--- src/rtl/ksa_stream_accum.sv ---
// Frame accumulator: sums a valid/ready stream of 32-bit operands per frame through a
// 32-bit Kogge-Stone adder and emits one {sum, beat count, overflow} result per frame.

module UBKSA_31_0_31_0 (
  input  logic [31:0] X,
  input  logic [31:0] Y,
  output logic [32:0] S
);

  logic [31:0] g0;
  logic [31:0] p0;
  logic [31:0] g_final;

  assign g0 = X & Y;
  assign p0 = X ^ Y;

  genvar gi;
  generate
    for (gi = 0; gi < 5; gi++) begin : lvl
      localparam int D = 1 << gi;
      logic [31:0] g_in;
      logic [31:0] p_in;
      logic [31:0] g_out;
      logic [31:0] p_out;
      if (gi == 0) begin : src
        assign g_in = g0;
        assign p_in = p0;
      end else begin : src
        assign g_in = lvl[gi-1].g_out;
        assign p_in = lvl[gi-1].p_out;
      end
      // Combine each bit with the prefix D positions below; low D bits are already final.
      assign g_out = g_in | (p_in & {g_in[31-D:0], {D{1'b0}}});
      assign p_out = p_in & {p_in[31-D:0], {D{1'b1}}};
    end
  endgenerate

  assign g_final = lvl[4].g_out;
  // Carry-in is zero, so the carry into bit i is the group generate of bits [i-1:0].
  assign S = {g_final[31], p0 ^ {g_final[30:0], 1'b0}};

endmodule

module ksa_stream_accum #(
  parameter int CNT_W = 16
) (
  input  logic                clk,
  input  logic                rst_n,
  input  logic                in_valid,
  output logic                in_ready,
  input  logic [31:0]         in_data,
  input  logic                in_last,
  output logic                out_valid,
  input  logic                out_ready,
  output logic [32+CNT_W-1:0] out_sum,
  output logic [CNT_W-1:0]    out_count,
  output logic                out_ovf
);

  typedef enum logic {ACCUM = 1'b0, OUT = 1'b1} state_t;

  localparam logic [CNT_W-1:0] CNT_MAX = '1;

  state_t           state_reg;
  state_t           state_next;
  logic             pipe_valid_reg;
  logic [31:0]      pipe_data_reg;
  logic             pipe_last_reg;
  logic [31:0]      acc_lo_reg;
  logic [CNT_W-1:0] acc_hi_reg;
  logic [CNT_W-1:0] cnt_reg;
  logic             ovf_reg;

  logic             pipe_consume;
  logic [32:0]      sum;
  logic [31:0]      acc_lo_next;
  logic [CNT_W-1:0] acc_hi_next;
  logic [CNT_W-1:0] cnt_next;
  logic             ovf_next;
  logic             cnt_max;

  UBKSA_31_0_31_0 u_add (
    .X(acc_lo_reg),
    .Y(pipe_data_reg),
    .S(sum)
  );

  always_ff @(posedge clk or negedge rst_n) begin
    if (!rst_n) state_reg <= ACCUM;
    else        state_reg <= state_next;
  end

  always_comb begin
    state_next = state_reg;
    case (state_reg)
      ACCUM:   if (pipe_consume && pipe_last_reg) state_next = OUT;
      OUT:     if (out_ready) state_next = ACCUM;
      default: state_next = ACCUM;
    endcase
  end

  always_comb begin
    pipe_consume = pipe_valid_reg && (state_reg == ACCUM);
    in_ready     = !pipe_valid_reg || pipe_consume;
  end

  always_comb begin
    acc_lo_next = sum[31:0];
    acc_hi_next = acc_hi_reg + {{(CNT_W-1){1'b0}}, sum[32]};
    cnt_max     = (cnt_reg == CNT_MAX);
    cnt_next    = cnt_max ? cnt_reg : cnt_reg + CNT_W'(1);
    ovf_next    = ovf_reg | cnt_max;
  end

  always_ff @(posedge clk or negedge rst_n) begin
    if (!rst_n) begin
      pipe_valid_reg <= 1'b0;
      pipe_data_reg  <= '0;
      pipe_last_reg  <= 1'b0;
    end else if (in_valid && in_ready) begin
      pipe_valid_reg <= 1'b1;
      pipe_data_reg  <= in_data;
      pipe_last_reg  <= in_last;
    end else if (pipe_consume) begin
      pipe_valid_reg <= 1'b0;
    end
  end

  always_ff @(posedge clk or negedge rst_n) begin
    if (!rst_n) begin
      acc_lo_reg <= '0;
      acc_hi_reg <= '0;
      cnt_reg    <= '0;
      ovf_reg    <= 1'b0;
    end else if (pipe_consume) begin
      if (pipe_last_reg) begin
        acc_lo_reg <= '0;
        acc_hi_reg <= '0;
        cnt_reg    <= '0;
        ovf_reg    <= 1'b0;
      end else begin
        acc_lo_reg <= acc_lo_next;
        acc_hi_reg <= acc_hi_next;
        cnt_reg    <= cnt_next;
        ovf_reg    <= ovf_next;
      end
    end
  end

  always_ff @(posedge clk or negedge rst_n) begin
    if (!rst_n) begin
      out_valid <= 1'b0;
      out_sum   <= '0;
      out_count <= '0;
      out_ovf   <= 1'b0;
    end else if (pipe_consume && pipe_last_reg) begin
      out_valid <= 1'b1;
      out_sum   <= {acc_hi_next, acc_lo_next};
      out_count <= cnt_next;
      out_ovf   <= ovf_next;
    end else if (out_valid && out_ready) begin
      out_valid <= 1'b0;
    end
  end

endmodule
--- config.mk ---
export PLATFORM = sky130hd
export DESIGN_NAME = ksa_stream_accum
export DESIGN_NICKNAME = d
export VERILOG_FILES = /design/src/rtl/ksa_stream_accum.sv
export SDC_FILE = /design/constraint.sdc
export NUM_CORES = 1
export LEC_CHECK = 0
export ABC_AREA = 1
export CAP_MARGIN = 10
export CORE_UTILIZATION = 45
export CTS_CLUSTER_DIAMETER = 40
export DETAILED_ROUTE_END_ITERATION = 8
export GPL_TIMING_DRIVEN = 0
export PLACE_DENSITY = 0.72
export SYNTH_ARGS = -nofsm -noshare
export SYNTH_HDL_FRONTEND = slang
export SYNTH_SLANG_ARGS = --single-unit
export TNS_END_PERCENT = 5
--- constraint.sdc ---
create_clock -name clk -period 4.4 [get_ports clk]
set_input_delay 0.44 -clock clk [delete_from_list [all_inputs] [get_ports clk]]
set_output_delay 0.44 -clock clk [all_outputs]
set_load 0.02 [all_outputs]
### Word level (Yosys, flattened, before mapping)

Index checks and enable logic that the tools add are counted.

| word-level totals | value |
|---|---|
| output and inout bits | 67 |
| input port bits | 37 |
| bits in registers | 166 |

| cells by class | value |
|---|---|
| add/subtract/negate cells | 2 |
| muxes and demuxes | 12 |
| bitwise gates (word level) | 19 |
| reductions and logical operators | 8 |
| eq/ne operators | 1 |

Operator list:

| operator | count |
|---|---|
| $and 32x32->32 | 10 |
| $or 32x32->32 | 5 |
| $xor 32x32->32 | 2 |
| $mux 16 | 3 |
| $mux 32 | 1 |
| $add 16x1->16 | 1 |
| $add 16x1->16 const B | 1 |
| $eq 16x16->1 const B | 1 |
| $mux 1 | 7 |
| $logic_and 1x1->1 | 4 |
| $reduce_bool 2->1 | 2 |
| $pmux 1 s2 | 1 |
| $logic_not 1->1 | 1 |
| $logic_or 1x1->1 | 1 |
| $not 1->1 | 1 |
| $or 1x1->1 | 1 |

### Longest topological paths before layout

Gate-level depths: netlist of the first run.

| logic depth | value |
|---|---|
| word-level depth | 13 |
| mapped depth | 22 |

### By module

A second synthesis of the first run with hierarchy kept.

| second synthesis, totals | value |
|---|---|
| cells, all modules | 1254 |
| area total of the unflattened synthesis | 9412.8 um^2 |

By module, submodules not included:

| module | area an instance (um^2) | cells an instance | times used |
|---|---|---|---|
| ksa_stream_accum | 6999.2 | 754 | 1 |
| UBKSA_31_0_31_0 | 2413.6 | 500 | 1 |

### Worst setup path before layout of the first run

No wires, ideal clock.

| timing path | value |
|---|---|
| kind | register -> register |
| start point | register pipe_data_reg[0] |
| end point | register acc_hi_reg[12] |
| buffers on the path | 0 |
| arrival | 2.808 ns |
| required time | 4.267 ns |
| library setup time | 0.133 ns |
| clock period less this slack | 2.942 ns |
| slack | 1.458 ns |
| cell stages (with the launch flop) | 23 |
| cells stage by stage | dfrtp_1 > ha_1 > inv_1 > fa_1 > inv_1 > nand3_1 > nand3_1 > nand3_1 > nand3_1 > nand2_1 > nand2_1 > nand2_1 > nand3_1 > ha_1 > ha_1 > nand2_1 > nor2_1 > nand2_1 > nor2_1 > nand3_1 > xor2_1 > nand2_1 > o21ai_0 |

| between the ends | value |
|---|---|
| word-level cells in the longest chain between the ends | 13 |

RTL lines:

| item | line | RTL |
|---|---|---|
| start: declaration | 67 | `logic [31:0] pipe_data_reg;` |
| start signal: assignment | 122 | `pipe_data_reg <= in_data;` |
| $and 32x32->32 | 14 | `assign g0 = X & Y;` |
| $and 32x32->32 | 33 | `assign g_out = g_in \| (p_in & {g_in[31-D:0], {D{1'b0}}});` |
| $or 32x32->32 | 33 |  |
| $and 32x32->32 | 33 |  |
| $or 32x32->32 | 33 |  |
| $and 32x32->32 | 33 |  |
| $or 32x32->32 | 33 |  |
| $and 32x32->32 | 33 |  |
| $or 32x32->32 | 33 |  |
| $and 32x32->32 | 33 |  |
| $or 32x32->32 | 33 |  |
| $add 16x1->16 | 109 | `acc_hi_next = acc_hi_reg + {{(CNT_W-1){1'b0}}, sum[32]};` |
| $mux 16 | 136 | `if (pipe_last_reg) begin` |
| end signal: assignment | 143 | `acc_hi_reg <= acc_hi_next;` |
| end: declaration | 70 | `logic [CNT_W-1:0] acc_hi_reg;` |

No other way between the ends.
A chain may end at the register's enable or synchronous reset.

### Worst setup path after layout of the first run

| timing path | value |
|---|---|
| start point | register acc_lo_reg[0] |
| end point | register out_sum[46] |

| between the ends | value |
|---|---|
| word-level cells in the longest chain between the ends | 12 |

RTL lines:

| item | line | RTL |
|---|---|---|
| start: declaration | 69 | `logic [31:0] acc_lo_reg;` |
| start signal: assignment | 142 | `acc_lo_reg <= acc_lo_next;` |
| $and 32x32->32 | 14 |  |
| $and 32x32->32 | 33 |  |
| $or 32x32->32 | 33 |  |
| $and 32x32->32 | 33 |  |
| $or 32x32->32 | 33 |  |
| $and 32x32->32 | 33 |  |
| $or 32x32->32 | 33 |  |
| $and 32x32->32 | 33 |  |
| $or 32x32->32 | 33 |  |
| $and 32x32->32 | 33 |  |
| $or 32x32->32 | 33 |  |
| $add 16x1->16 | 109 |  |
| end signal: assignment | 158 | `out_sum <= {acc_hi_next, acc_lo_next};` |
| end: declaration | 55 | `output logic [32+CNT_W-1:0] out_sum,` |

No other way between the ends.

==> qor.yml, run 1 <==
p_seq_share_pct: 31.1
largest_reg_flops: 48
worstMarginPinSlew_ns: 0.7785
async_reset_ff_share_pct: 100.0
grt.overflow.total: 0
ios: 104
crit_path_frequent_cell: "nand2_1"
p_int_w: 0.003978
wl_um: 24030
drt_iter0_markers: 505
hold_buffers: 1
first_pass_iters: 5
synth_edf_count: 0
yosysTopAreaCellShare_pct: 45.30
syn_nets: 1278
rsz0062_at_grt: "no"
synth_common_cells: "nand2_1, dfrtp_1, inv_1, nand3_1, nor2_1"
grt_usage_pct: 24.73
yosysWarnings: 0
fillCellCount: 1787
critical_path_class: "reg -> reg"
syn_avg_cell_area_um2: 7.610
status: "completed"
portBuffers: 103
cts_buffers: 17
area_growth_pct: 21.70
ir_worst_vdd_uv: 351.1
worstPathMaxFanout: 4
slowest_delay_ns: 0.41
ys_types: 34
cts.htree.levels: 4
seq_area_frac_synth_pct: 45.30
setup_ws_ns: 0.5561
required_ns: 4.77
antenna_found_initial: 0
clock_latency_ns: 0.44
grt_pass1_vias: 7610
critPathTopFamily: "simple AND/OR/NAND/NOR gates"
clockBufferDepth: 2
start_kind: "flop"
tritoncts: "yes"
period_needed_ns: 3.844
synth_area_mm2: 0.009170
die_y_um: 144.8
finalNetCount: 1402
finalHoldViolCount: 0
clock_skew_ns: 0.01015
slew_viol_final: 0
end_kind: "flop"
yosysTopAreaCell: "dfrtp_1"
p_per_area_mw_per_mm2: 624.9
row_count: 51
final_antenna_net_count: 0
grt_max_degree: 87
netlist_instances: 1205
diodes: 0
cts_setup_buffers: 0
setup_viol: 0
period_share_pct: 87.36
cts_resized: 0
dpl_cell_area_mm2: 0.01057
final_area_mm2: 0.01116
clock.fmax_mhz: 260.2
final_layout_size_suffix_gt1_share_pct: 6.557
yosysMostFrequentCell: "nand2_1"
coreArea_mm2: 0.01972
swShare_pct: 42.95
relSlewSlack_pct: 48.10
clock_power_share_pct: 21.6
arrival_ns: 4.22
power.switching_w: 0.002995
cts_root_buffer: "clkbuf_16"
path_cells: "ha_1, inv_1, fa_1, inv_1, nand3_1, nand3_1, nand3_1, nand3_1, nand2_1, nand2_1, nand2_1, nand3_1, ha_1, ha_1, nand2_1, nor2_1, nand2_1, nor2_1, nand3_1, xnor2_1, nand2_1, nand2_1"
synth_seq_cells: 166
hold_path.class: "reg -> reg"
start_util_pct: 46.51
grt_first_pass_wirelength_um: 38910
dp_worst_setup_slack_ns: 0.5816
dr_total_vias: 8099
clk_pin_slew_ns: 0.07
slowest_stage: "fa_1"
die_width_um: 144.8
die_area_mm2: 0.02095
gp_congestion: 0.9235
ys.flop_type: "dfrtp_1"
route.detailed.drc: 0
synth_area_leaders: "dfrtp_1, nand2_1, inv_1"
worst-path-buf-inv: 2
pwr-share-comb_pct: 47.3
clock_sinks: 166
hpwl_um: 18110
vias_per_cell: 5.040
drv_cap: 0
wire_per_inst_um: 14.95
p_leak_nw: 5.777
==> routing by layer <==
layer	track usage [%]	routed length (um)
met4	8.587	404
met5	0	0
met3	3.422	1094
met1	33.58	11190
met2	40.44	11340
==> cell type report <==
type                    instances  area (um^2)  share of cell area, %
well taps                     265        331.6                  2.971
inverters                     156        585.6                  5.247
multi-input cells             853         4299                  38.52
clock inverters                 9        116.4                  1.043
flip-flops and latches        166         4154                  37.22
repair buffers                105         1074                  9.620
clock buffers                  23        467.9                  4.193
plain buffers                  30        131.4                  1.177
==> power groups by stage <==
stage	Combinational [W]	Sequential, W	Clock, W
finish	0.00330	0.00217	0.00150
global route	0.00369	0.00222	0.00159
CTS	0.00329	0.00217	0.00152
detailed placement	0.00327	0.00219	0
global placement	0.00322	0.00219	0
floorplan	0.00200	0.00232	0
==> final timing paths <==
| kind | endpoint | cells past startpoint | slack, ns | start |
|---|---|---|---|---|
| worst min-delay path | out_sum[34]$_DFFE_PN0P_ | 2 | 0.47 | out_sum[34]$_DFFE_PN0P_ |
| worst max register to register | out_sum[46]$_DFFE_PN0P_ | 22 | 0.56 | acc_lo_reg[0]$_DFFE_PN0P_ |
| worst min register to register | out_sum[34]$_DFFE_PN0P_ | 2 | 0.47 | out_sum[34]$_DFFE_PN0P_ |
| max in group asynchronous | acc_lo_reg[20]$_DFFE_PN0P_ | 3 | 2.99 | rst_n |
| worst max-delay path | out_sum[46]$_DFFE_PN0P_ | 22 | 0.56 | acc_lo_reg[0]$_DFFE_PN0P_ |
| min in group asynchronous | out_count[1]$_DFFE_PN0P_ | 2 | 0.56 | rst_n |
==> worst reg2reg max path, stage by stage (launching register included) <==
cell	delay, ns
dfrtp_1	0.36
ha_1	0.20
inv_1	0.07
fa_1	0.41
inv_1	0.11
nand3_1	0.07
nand3_1	0.15
nand3_1	0.09
nand3_1	0.18
nand2_1	0.16
nand2_1	0.12
nand2_1	0.05
nand3_1	0.10
ha_1	0.21
ha_1	0.20
nand2_1	0.07
nor2_1	0.22
nand2_1	0.13
nor2_1	0.30
nand3_1	0.15
xnor2_1	0.25
nand2_1	0.10
nand2_1	0.07
==> cells by family after synthesis <==
| family | synth area share [%] |
|---|---|
| AND/OR/NAND/NOR | 29.17 |
| XOR/XNOR | 3.247 |
| flip-flops | 45.30 |
| buffers and inverters | 7.818 |
| multiplexers | 3.807 |
| AO/OA/AOI/OAI | 5.663 |
| adder cells (fa/ha/maj) | 4.994 |
==> cells in the final DEF, fill, tap and decap left out, types with 23 or more instances in the layout <==
cell type,n
nand2_1,480
dfrtp_1,166
inv_1,153
clkdlybuf4s50_1,102
nand3_1,79
nor2_1,59
o21ai_0,45
ha_1,35
mux2_2,31
clkbuf_1,24
a21oi_1,23
xor2_1,23
==> stage by stage <==
stage                     cells  utilization, %  hold WS (ns)  setup TNS, ns  total power (W)
final                      1607           56.60        0.4719              0         0.006973
after CTS                  1607           56.60        0.4813              0         0.006983
after global placement     1573           53.42        0.4588        -631.87         0.005404
after floorplan            1205               -        0.1444              0         0.004317
after detailed placement   1574           53.58        0.4646              0         0.005456
after global routing       1607           56.60        0.4884              0         0.007497
Power figures use the tool's default switching activity.
==> run 2, diff against run 1 <==
Settings changed: ABC_CLOCK_PERIOD_IN_PS from default to 4400, CORE_MARGIN from default to 3.
==> qor.yml, run 2 (synthesized netlist as in run 1, its figures left out) <==
status: "completed"
clock_latency_ns: 0.44
drv_cap: 0
final_cell_mix: "nand2_1, dfrtp_1, inv_1"
hold_path.class: "reg -> reg"
clock.fmax_mhz: 260.4
relSlewSlack_pct: 46.30
grt_pass1_vias: 7862
dp_worst_setup_slack_ns: 0.6189
slew_viol_final: 0
dr_total_vias: 8034
hold_depth: 2
grt_usage_pct: 22.56
worstMarginPinSlew_ns: 0.8055
worst_r2r_endpoint: "out_sum[46]$_DFFE_PN0P_"
route.detailed.drc: 0
clockBufferDepth: 2
first_pass_iters: 5
final_common_cell: "nand2_1"
min_from: "out_sum[34]$_DFFE_PN0P_"
ir_worst_vdd_uv: 304.0
cts_buffers: 17
largest_reg_flops: 48
final_area_mm2: 0.01119
multi_input_area_mm2: 0.004299
row_count: 51
diodes: 0
p_leak_nw: 5.781
critPathTopFamily: "simple AND/OR/NAND/NOR gates"
cts_resized: 0
worstPathMaxFanout: 4
wire_per_inst_um: 15.07
final_layout_size_suffix_gt1_share_pct: 6.711
clock_sinks: 166
crit_path_frequent_cell: "nand2_1"
clk_pin_slew_ns: 0.07
finalNetCount: 1402
coreArea_mm2: 0.01972
required_ns: 4.77
clock_skew_ns: 0.01713
drt_iter0_markers: 583
fin_util_pct: 56.74
finalHoldViolCount: 0
fillCellCount: 1817
cts_root_buffer: "clkbuf_16"
ff2ff_setup_slack_ns: 0.56
start_kind: "flop"
portBuffers: 103
setup_ws_ns: 0.5594
worst-path-buf-inv: 2
wl_um: 24210
arrival_ns: 4.21
holdPathEnd: "out_sum[34]$_DFFE_PN0P_"
start_util_pct: 46.51
die_width_um: 148.8
grt.overflow.total: 0
die_y_um: 148.8
fin_total_pwr_w: 0.007054
grt_first_pass_wirelength_um: 39470
hold_buffers: 1
setup_viol: 0
tritoncts: "yes"
rsz0062_at_grt: "no"
period_needed_ns: 3.841
critical_path_class: "reg -> reg"
gp_congestion: 0.9180
reg2reg_depth: 22
dpl_cell_area_mm2: 0.01057
seq_area_mm2: 0.004154
cts.htree.levels: 4
p_per_area_mw_per_mm2: 630.6
vias_per_cell: 5.002
hpwl_um: 18300
antenna_found_initial: 0
slowest_stage: "fa_1"
path_cells: "ha_1, inv_1, fa_1, inv_1, nand3_1, nand3_1, nand3_1, nand3_1, nand2_1, nand2_1, nand2_1, nand3_1, ha_1, ha_1, nand2_1, nor2_1, nand2_1, nor2_1, nand3_1, xnor2_1, nand2_1, nand2_1"
area_growth_pct: 22.00
r2r-start: "acc_lo_reg[0]$_DFFE_PN0P_"
die_area_mm2: 0.02213
ios: 104
period_share_pct: 87.29
cts_setup_buffers: 0
slowest_delay_ns: 0.41
end_kind: "flop"
final_antenna_net_count: 0
grt_max_degree: 90
run 2: worst max-delay path by stage:
stage	startpoint	endpoint	slack [ns]	depth (start not counted)
floorplan	pipe_data_reg[0]$_DFFE_PN0P_	acc_hi_reg[12]$_DFFE_PN0P_	1.46	22
global placement	rst_n	acc_lo_reg[21]$_DFFE_PN0P_	-3.86	1
detailed placement	pipe_data_reg[0]$_DFFE_PN0P_	out_sum[46]$_DFFE_PN0P_	0.62	22
CTS	pipe_data_reg[0]$_DFFE_PN0P_	out_sum[46]$_DFFE_PN0P_	0.59	22
global route	acc_lo_reg[0]$_DFFE_PN0P_	out_sum[46]$_DFFE_PN0P_	0.27	22
finish	acc_lo_reg[0]$_DFFE_PN0P_	out_sum[46]$_DFFE_PN0P_	0.56	22
run 2: worst min-delay path, delay by kind of cell (launching register included):
kind | cells | cell delay, ns
flops | 1 | 0.34
simple gates | 2 | 0.09
run 2: metal layers:
layer  routed length [um]  GRT usage (%)  share of wire, %  vias up
met5                    0              0                 0        -
met4                  420          6.728               1.7        0
met3                 1048          3.160               4.3       30
met2                11430          37.30                47      197
met1                11310          31.18                47     3769
li1                     -              -                 -     4038
run 2: power by group:
group          leakage [nW]  total [W]  internal [W]  switching [W]
clock                 0.287    0.00159      0.000919       0.000671
sequential             2.16    0.00218       0.00192       0.000262
combinational          3.34    0.00329       0.00119        0.00210
run 2: per-stage QoR:
step	hold slack, ns	setup TNS, ns	instances
finish	0.4705	0	1606
global route	0.4977	0	1606
CTS	0.4786	0	1606
detailed placement	0.4581	0	1574
global placement	0.4572	-637.35	1573
floorplan	0.1444	0	1205
run 2: area by class of cell:
class / count / area share [%]
Buffer: 30 / 1.174
Clock buffer: 19 / 3.959
Clock inverter: 12 / 1.510
Inverter: 156 / 5.234
Multi-Input combinational cell: 853 / 38.43
Sequential cell: 166 / 37.13
Tap cell: 265 / 2.964
Timing Repair Buffer: 105 / 9.596
==> run 3, diff against run 2 <==
Settings changed: CELL_PAD_IN_SITES_DETAIL_PLACEMENT from default to 1, CELL_PAD_IN_SITES_GLOBAL_PLACEMENT from default to 1, PLACE_DENSITY 0.72 to 0.92, SLEW_MARGIN from default to 20.
==> qor.yml, run 3 (synthesized netlist as in run 1, its figures left out) <==
grt.overflow.total: 0
setup_viol: 0
start_util_pct: 46.51
final_area_mm2: 0.01118
dp_worst_setup_slack_ns: 0.4223
row_count: 51
multi_input_area_mm2: 0.004307
start_kind: "flop"
p_leak_nw: 5.786
fillCellCount: 2432
path_cells: "ha_1, inv_1, fa_1, inv_1, nand3_1, nand3_1, nand3_1, nand3_1, nand2_1, nand2_1, nand2_1, nand3_1, ha_1, ha_1, nand2_1, nor2_1, nand2_1, nor2_4, nand3_1, xnor2_1, nand2_1, nand2_1"
worst-path-buf-inv: 2
dpl_cell_area_mm2: 0.01057
largest_reg_flops: 48
cts_root_buffer: "clkbuf_16"
tritoncts: "yes"
seq_area_mm2: 0.004154
clock_latency_ns: 0.44
cts_setup_buffers: 0
clk_pin_slew_ns: 0.07
r2r-start: "pipe_data_reg[0]$_DFFE_PN0P_"
final_common_cell: "nand2_1"
clock.fmax_mhz: 241.8
clock_sinks: 166
setup_ws_ns: 0.2635
clockBufferDepth: 2
hpwl_um: 22400
antenna_found_initial: 0
slowest_delay_ns: 0.43
grt_max_degree: 96
grt_usage_pct: 29.31
slew_viol_final: 0
end_kind: "flop"
drt_iter0_markers: 545
cts_buffers: 17
required_ns: 4.78
finalNetCount: 1402
coreArea_mm2: 0.01972
worstPathMaxFanout: 4
holdWs_ns: 0.4803
portBuffers: 103
crit_path_frequent_cell: "nand2_1"
finalHoldViolCount: 0
worstMarginPinSlew_ns: 0.8202
ir_worst_vdd_uv: 400.1
hold_path.class: "reg -> reg"
die_y_um: 148.8
ios: 104
critical_path_class: "reg -> reg"
vias_per_cell: 5.466
gp_congestion: 0.8978
wl_um: 31680
period_needed_ns: 4.137
status: "completed"
final_cell_mix: "nand2_1, dfrtp_1, inv_1"
rsz0062_at_grt: "no"
min_from: "out_count[11]$_DFFE_PN0P_"
cts.htree.levels: 4
route.detailed.drc: 0
critPathTopFamily: "simple AND/OR/NAND/NOR gates"
relSlewSlack_pct: 45.32
die_width_um: 148.8
wire_per_inst_um: 19.72
arrival_ns: 4.51
dr_total_vias: 8779
slowest_stage: "fa_1"
critPathLaunch: "pipe_data_reg[0]$_DFFE_PN0P_"
diodes: 0
grt_pass1_vias: 9816
period_share_pct: 94.01
grt_first_pass_wirelength_um: 50940
area_growth_pct: 21.91
final_layout_size_suffix_gt1_share_pct: 6.786
first_pass_iters: 6
fin_total_pwr_w: 0.007360
clock_skew_ns: 0.01051
p_per_area_mw_per_mm2: 658.4
drv_cap: 0
final_antenna_net_count: 0
die_area_mm2: 0.02213
[run 3: worst paths after layout]
check | endpoint | slack, ns | cells past startpoint
worst max-delay path | out_sum[46]$_DFFE_PN0P_ | 0.26 | 22
worst min-delay path | out_count[11]$_DFFE_PN0P_ | 0.48 | 2
worst max register to register | out_sum[46]$_DFFE_PN0P_ | 0.26 | 22
worst min register to register | out_count[11]$_DFFE_PN0P_ | 0.48 | 2
max in group asynchronous | out_sum[24]$_DFFE_PN0P_ | 3.00 | 3
min in group asynchronous | cnt_reg[3]$_DFFE_PN0P_ | 0.54 | 2
[run 3: timing repair]
action	CTS	global route
setup endpoints to repair	0	6
hold endpoints to repair	23	0
hold buffers	1	0
gates resized for setup	0	2
[run 3: routing by layer]
layer	track usage, %	wire (um)	vias to the layer above
met3	3.950	1433	100
met4	13.04	1270	0
met5	0	0	-
li1	-	-	4016
met2	53.65	16310	291
met1	34.24	12660	4372
[run 3: layout make-up]
cell class / instances / share of cell area (%)
buffer: 30 / 1.175
clock buffer: 19 / 3.962
clock inverter: 12 / 1.377
inverter: 156 / 5.238
multi-input combinational: 853 / 38.52
sequential: 166 / 37.16
tap: 265 / 2.966
timing repair buffer: 105 / 9.603
[run 3: where the power goes]
| part | total [W] | switching, W | internal, W |
|---|---|---|---|
| Clock | 0.00159 | 0.000681 | 0.000907 |
| Combinational | 0.00358 | 0.00238 | 0.00120 |
| Sequential | 0.00219 | 0.000275 | 0.00192 |
| Total | 0.00736 | 0.00334 | 0.00402 |
[run 3: through the flow]
stage | TNS [ns] | instances | util, %
finish | 0 | 1606 | 56.70
global route | 0 | 1606 | 56.70
CTS | 0 | 1606 | 56.66
detailed placement | 0 | 1574 | 53.58
global placement | -650.00 | 1573 | 53.42
floorplan | 0 | 1205 | -
[run 3: worst min-delay path: cells and delay by family (launching register included)]
family | cells | cell delay, ns
flops | 1 | 0.34
simple gates | 2 | 0.10
==> variant 1, RTL diff (config.mk and constraints of run 3) <==
Set the parameter `CNT_W` to 20 (it was 16).
--- a/src/rtl/ksa_stream_accum.sv
+++ b/src/rtl/ksa_stream_accum.sv
@@ -43,5 +43,5 @@
 
 module ksa_stream_accum #(
-  parameter int CNT_W = 16
+  parameter int CNT_W = 20
 ) (
   input  logic                clk,
Ports: changed (resized out_count and out_sum); port bits go from 104 to 112. The function was not compared with the original's and may differ.
==> variant 1 against run 3 <==
  * Synthesized area grew 10%
  * Worst setup slack improved by 0.032 ns
  * Critical path depth is 1 higher
  * Total power increased by 3.2%
  * Maximum frequency up 0.77%
  * Sequential share of layout area rose by 0.069 points
  * Design area rose by 9.4%
  * Hold slack better by 0.0020 ns
  * Combinational power rose by 2%
  * Synthesized cell count increased by 10%
  * Wire length is 6.8% higher
  * Sequential cell count up 16
  * Critical path type unchanged
==> variant 1: results <==
metrics = {
    "sta": {
        "worst_clock_skew_ns": 0.0102,
    },
    "placement": {
        "placed_area_mm2": 0.0116,
        "gp_congestion": 0.924,
    },
    "pwr": {
        "ir_drop_mv": 0.297,
        "switching_share_pct": 45.6,
        "p_leak_nw": 6.26,
    },
    "detailed_routing": {
        "wl_met1_um": 14000,
        "wl_met3_um": 1280,
        "wl_met2_um": 17500,
        "first_pass_iters": 5,
        "drtIter0Drc": 578,
        "routedWlPerCell_um": 19.3,
    },
    "global_routing": {
        "grt_pass1_vias": 10500,
    },
    "logic_synthesis": {
        "synthMuxAreaShare_pct": 3.46,
        "synth_area_leaders": "dfrtp_1, nand2_1, inv_1",
        "yosysSeqAreaShare_pct": 45.2,
        "yosys.area_share.adder_pct": 4.54,
        "yosysUniqueCellTypes": 36,
        "ys_ff_latch": 182,
        "synthTopCellsByCount": "nand2_1, dfrtp_1, inv_1",
        "synth_compound_area_share_pct": 5.88,
        "synthXorXnorAreaFrac_pct": 3.39,
    },
    "final_layout": {
        "multi_input_gates": 933,
        "clock_area_share_pct": 5.01,
        "multi_input_area_share_pct": 38.6,
        "final_nets": 1531,
        "largest_register_ffs": 52,
        "num-nonclk-buffers": 147,
        "buf_share_pct": 10.9,
    },
    "setup_path": {
        "r2r_cells": 23,
        "critical_path_arrival_ns": 4.50,
        "r2r-end": "out_sum[48]",
    },
    "status": {
        "status": "finished, final reports clean",
    },
    "floorplanning": {
        "coreArea_mm2": 0.0220,
    },
}
variant 1: cell count changes in the layout (fill, tap and decap cells not counted), moves of 7 or more:
cell                    run 3  this run
nand2_1                   480       526
xor2_1                     23        32
clkdlybuf4s50_1           102       110
o21ai_0                    45        56
inv_1                     153       169
o21ai_1                    12         5
dfrtp_1                   166       182
variant 1: through the flow:
stage	cells	power [mW]	util (%)	worst slack, ns	hold slack, ns
floorplan	1325	4.51	-	1.44	0.144
global placement	1716	5.67	52.6	-4.63	0.464
detailed placement	1718	5.90	52.9	0.401	0.415
CTS	1751	7.60	55.7	0.264	0.489
global route	1751	8.09	55.7	0.0580	0.516
finish	1751	7.60	55.7	0.295	0.482
variant 1: repair_timing:
item                                   in CTS  in global routing
endpoints found under the hold margin      62                  0
setup endpoints to repair                   0                  2
setup buffers                               0                  0
hold buffers                                1                  0
gates resized for setup                     0                  1
variant 1: worst min path at each step:
stage,start,to,cells past startpoint
after global placement,out_count[11],out_count[11],2
final,out_sum[21],out_sum[21],2
after global routing,out_count[9],out_count[9],2
after floorplan,rst_n,acc_hi_reg[0],0
after CTS,out_sum[30],out_sum[30],2
after detailed placement,rst_n,out_sum[43],1
variant 1: power by group through the flow:
stage | sequential [mW] | clock [mW] | combinational (mW)
2_1_floorplan | 2.47 | 0 | 2.05
3_3_place_gp | 2.32 | 0 | 3.35
3_5_place_dp | 2.35 | 0 | 3.55
4_1_cts | 2.32 | 1.65 | 3.63
5_1_grt | 2.36 | 1.72 | 4.01
6_report | 2.32 | 1.63 | 3.64
variant 1: worst max-delay path: cells and delay by family (launching register included):
kind | cells | cell delay (ns)
adders and majority gates | 4 | 1.08
and+or+nand+nor | 16 | 2.09
buffers and inverters | 2 | 0.22
DFF | 1 | 0.40
xor gates and xnor gates | 1 | 0.26
==> variant 2, RTL diff (flow settings as in run 3) <==
Without the edit above. Put one more register stage on the output `out_count`. The value now appears one clock later. The other outputs are not delayed to match.
--- a/src/rtl/ksa_stream_accum.sv
+++ b/src/rtl/ksa_stream_accum.sv
@@ -61,4 +61,6 @@
 
   localparam logic [CNT_W-1:0] CNT_MAX = '1;
+
+  logic [CNT_W-1:0] out_count_s0;
 
   state_t           state_reg;
@@ -152,10 +154,10 @@
       out_valid <= 1'b0;
       out_sum   <= '0;
-      out_count <= '0;
+      out_count_s0 <= '0;
       out_ovf   <= 1'b0;
     end else if (pipe_consume && pipe_last_reg) begin
       out_valid <= 1'b1;
       out_sum   <= {acc_hi_next, acc_lo_next};
-      out_count <= cnt_next;
+      out_count_s0 <= cnt_next;
       out_ovf   <= ovf_next;
     end else if (out_valid && out_ready) begin
@@ -164,3 +166,7 @@
   end
 
+  always_ff @(posedge clk) begin
+    out_count <= out_count_s0;
+  end
+
 endmodule
Formal check against the unedited RTL: not equivalent (a bounded check fails within 4 cycles, from zero or initial values and one cycle with rst_n low).
==> variant 2 against run 3 <==
  * Hold slack lost 0.11 ns
  * Final cell count grew 0.93%
  * Total power grew 0.61%
  * Synthesized area grew 3.3%
  * Wire length shrank 6.2%
  * Worst setup slack gained 0.038 ns
  * Sequential cell count grew 16
  * Design area grew 2.8%
  * Largest power group unchanged
==> variant 2: results <==
metrics = {
    "final_layout": {
        "antennaDiodeCount": 0,
        "final_nets": 1411,
        "final_cells": 1621,
        "drive_gt1_share_pct": 6.88,
    },
    "placement": {
        "gp_congestion": 0.928,
        "dp_hpwl_um": 21600,
        "post-place-ws_ns": 0.503,
        "placed_area_mm2": 0.0109,
    },
    "logic_synthesis": {
        "synth_async_sr_flop_share_pct": 91.2,
        "synth_area_leaders": "dfrtp_1, nand2_1, inv_1",
        "synthTopCellsByCount": "nand2_1, dfrtp_1, inv_1",
        "syn-num-nets": 1287,
    },
    "pwr": {
        "ir_drop_mv": 0.323,
        "p_leak_nw": 5.97,
    },
    "detailed_routing": {
        "routed_wl_um": 29700,
        "drtIter0Drc": 496,
        "first_pass_iters": 5,
    },
    "setup_path": {
        "cpPeakStageDelay_ns": 0.40,
        "r2r-end": "acc_hi_reg[12]",
        "r2r_slack_ns": 0.30,
    },
    "status": {
        "status": "finished, final reports clean",
    },
    "sta": {
        "worst_clock_skew_ns": 0.00793,
        "tightestPinTransition_ns": 0.703,
        "holdWs_ns": 0.370,
    },
    "global_routing": {
        "grt_pass1_wl_um": 47800,
        "grt_pass1_vias": 9123,
        "grt_usage_pct": 27.0,
    },
    "worst_hold_path": {
        "min_from": "out_count_s0[4]",
        "min_to": "out_count[4]",
        "min_delay_path_depth": 0,
    },
    "clock_tree": {
        "root_buffer": "clkbuf_16",
    },
}
[variant 2: cell types whose count changed in the layout (fill, tap and decap cells not counted), sizes merged, moves of 3 or more]
cell and delta:
dfxtp +16, xor2 +6, clkinv -4, o21ai -4, xnor2 -3
[variant 2: cell families after synthesis]
group / after synthesis / share of synthesized area, %
compound gates: 94 / 5.28
xor+xnor: 37 / 3.42
fa+ha+maj: 36 / 4.83
buf+inv: 181 / 7.42
flops: 182 / 47.2
mux: 31 / 3.68
simple gates: 653 / 28.1
[variant 2: report_power, final]
group	switching (mW)	internal, mW	leakage, nW	total (mW)
Combinational	2.31	1.19	3.40	3.51
Sequential	0.240	2.07	2.29	2.31
Clock	0.740	0.845	0.285	1.59
[variant 2: cell type report]
| class | instances | area [µm²] |
|---|---|---|
| plain buffers | 29 | 133 |
| clock buffers | 20 | 467 |
| clock inverters | 12 | 133 |
| fillers | 2525 | 8940 |
| inverters | 152 | 571 |
| multi-input cells | 851 | 4300 |
| flip-flops and latches | 182 | 4470 |
| well taps | 270 | 338 |
| repair buffers | 105 | 1070 |
[variant 2: per-layer routing]
layer | GRT usage, % | part of all wire [%] | vias up
li1 | - | - | 4039
met1 | 32.7 | 41 | 4188
met2 | 48.9 | 52 | 195
met3 | 5.21 | 4.6 | 51
met4 | 7.48 | 2.2 | 0
met5 | 0 | 0 | -
[variant 2: worst max path at each step]
stage | start | to | slack (ns)
5_1_grt | pipe_data_reg[0] | acc_hi_reg[12] | 0.02
6_report | pipe_data_reg[0] | acc_hi_reg[12] | 0.30
2_1_floorplan | pipe_data_reg[0] | acc_hi_reg[12] | 1.49
4_1_cts | pipe_data_reg[0] | acc_hi_reg[12] | 0.31
3_3_place_gp | rst_n | acc_lo_reg[21] | -3.87
3_5_place_dp | acc_lo_reg[0] | out_sum[42] | 0.50
[variant 2: worst reg2reg max path, delay by kind of cell (launching register included)]
family | cells | cell delay, ns
DFF | 1 | 0.38
AOI/OAI and AO/OA | 1 | 0.11
adders and majority gates | 4 | 1.12
and+or+nand+nor | 14 | 1.93
buffers and inverters | 2 | 0.22
xor gates and xnor gates | 1 | 0.26
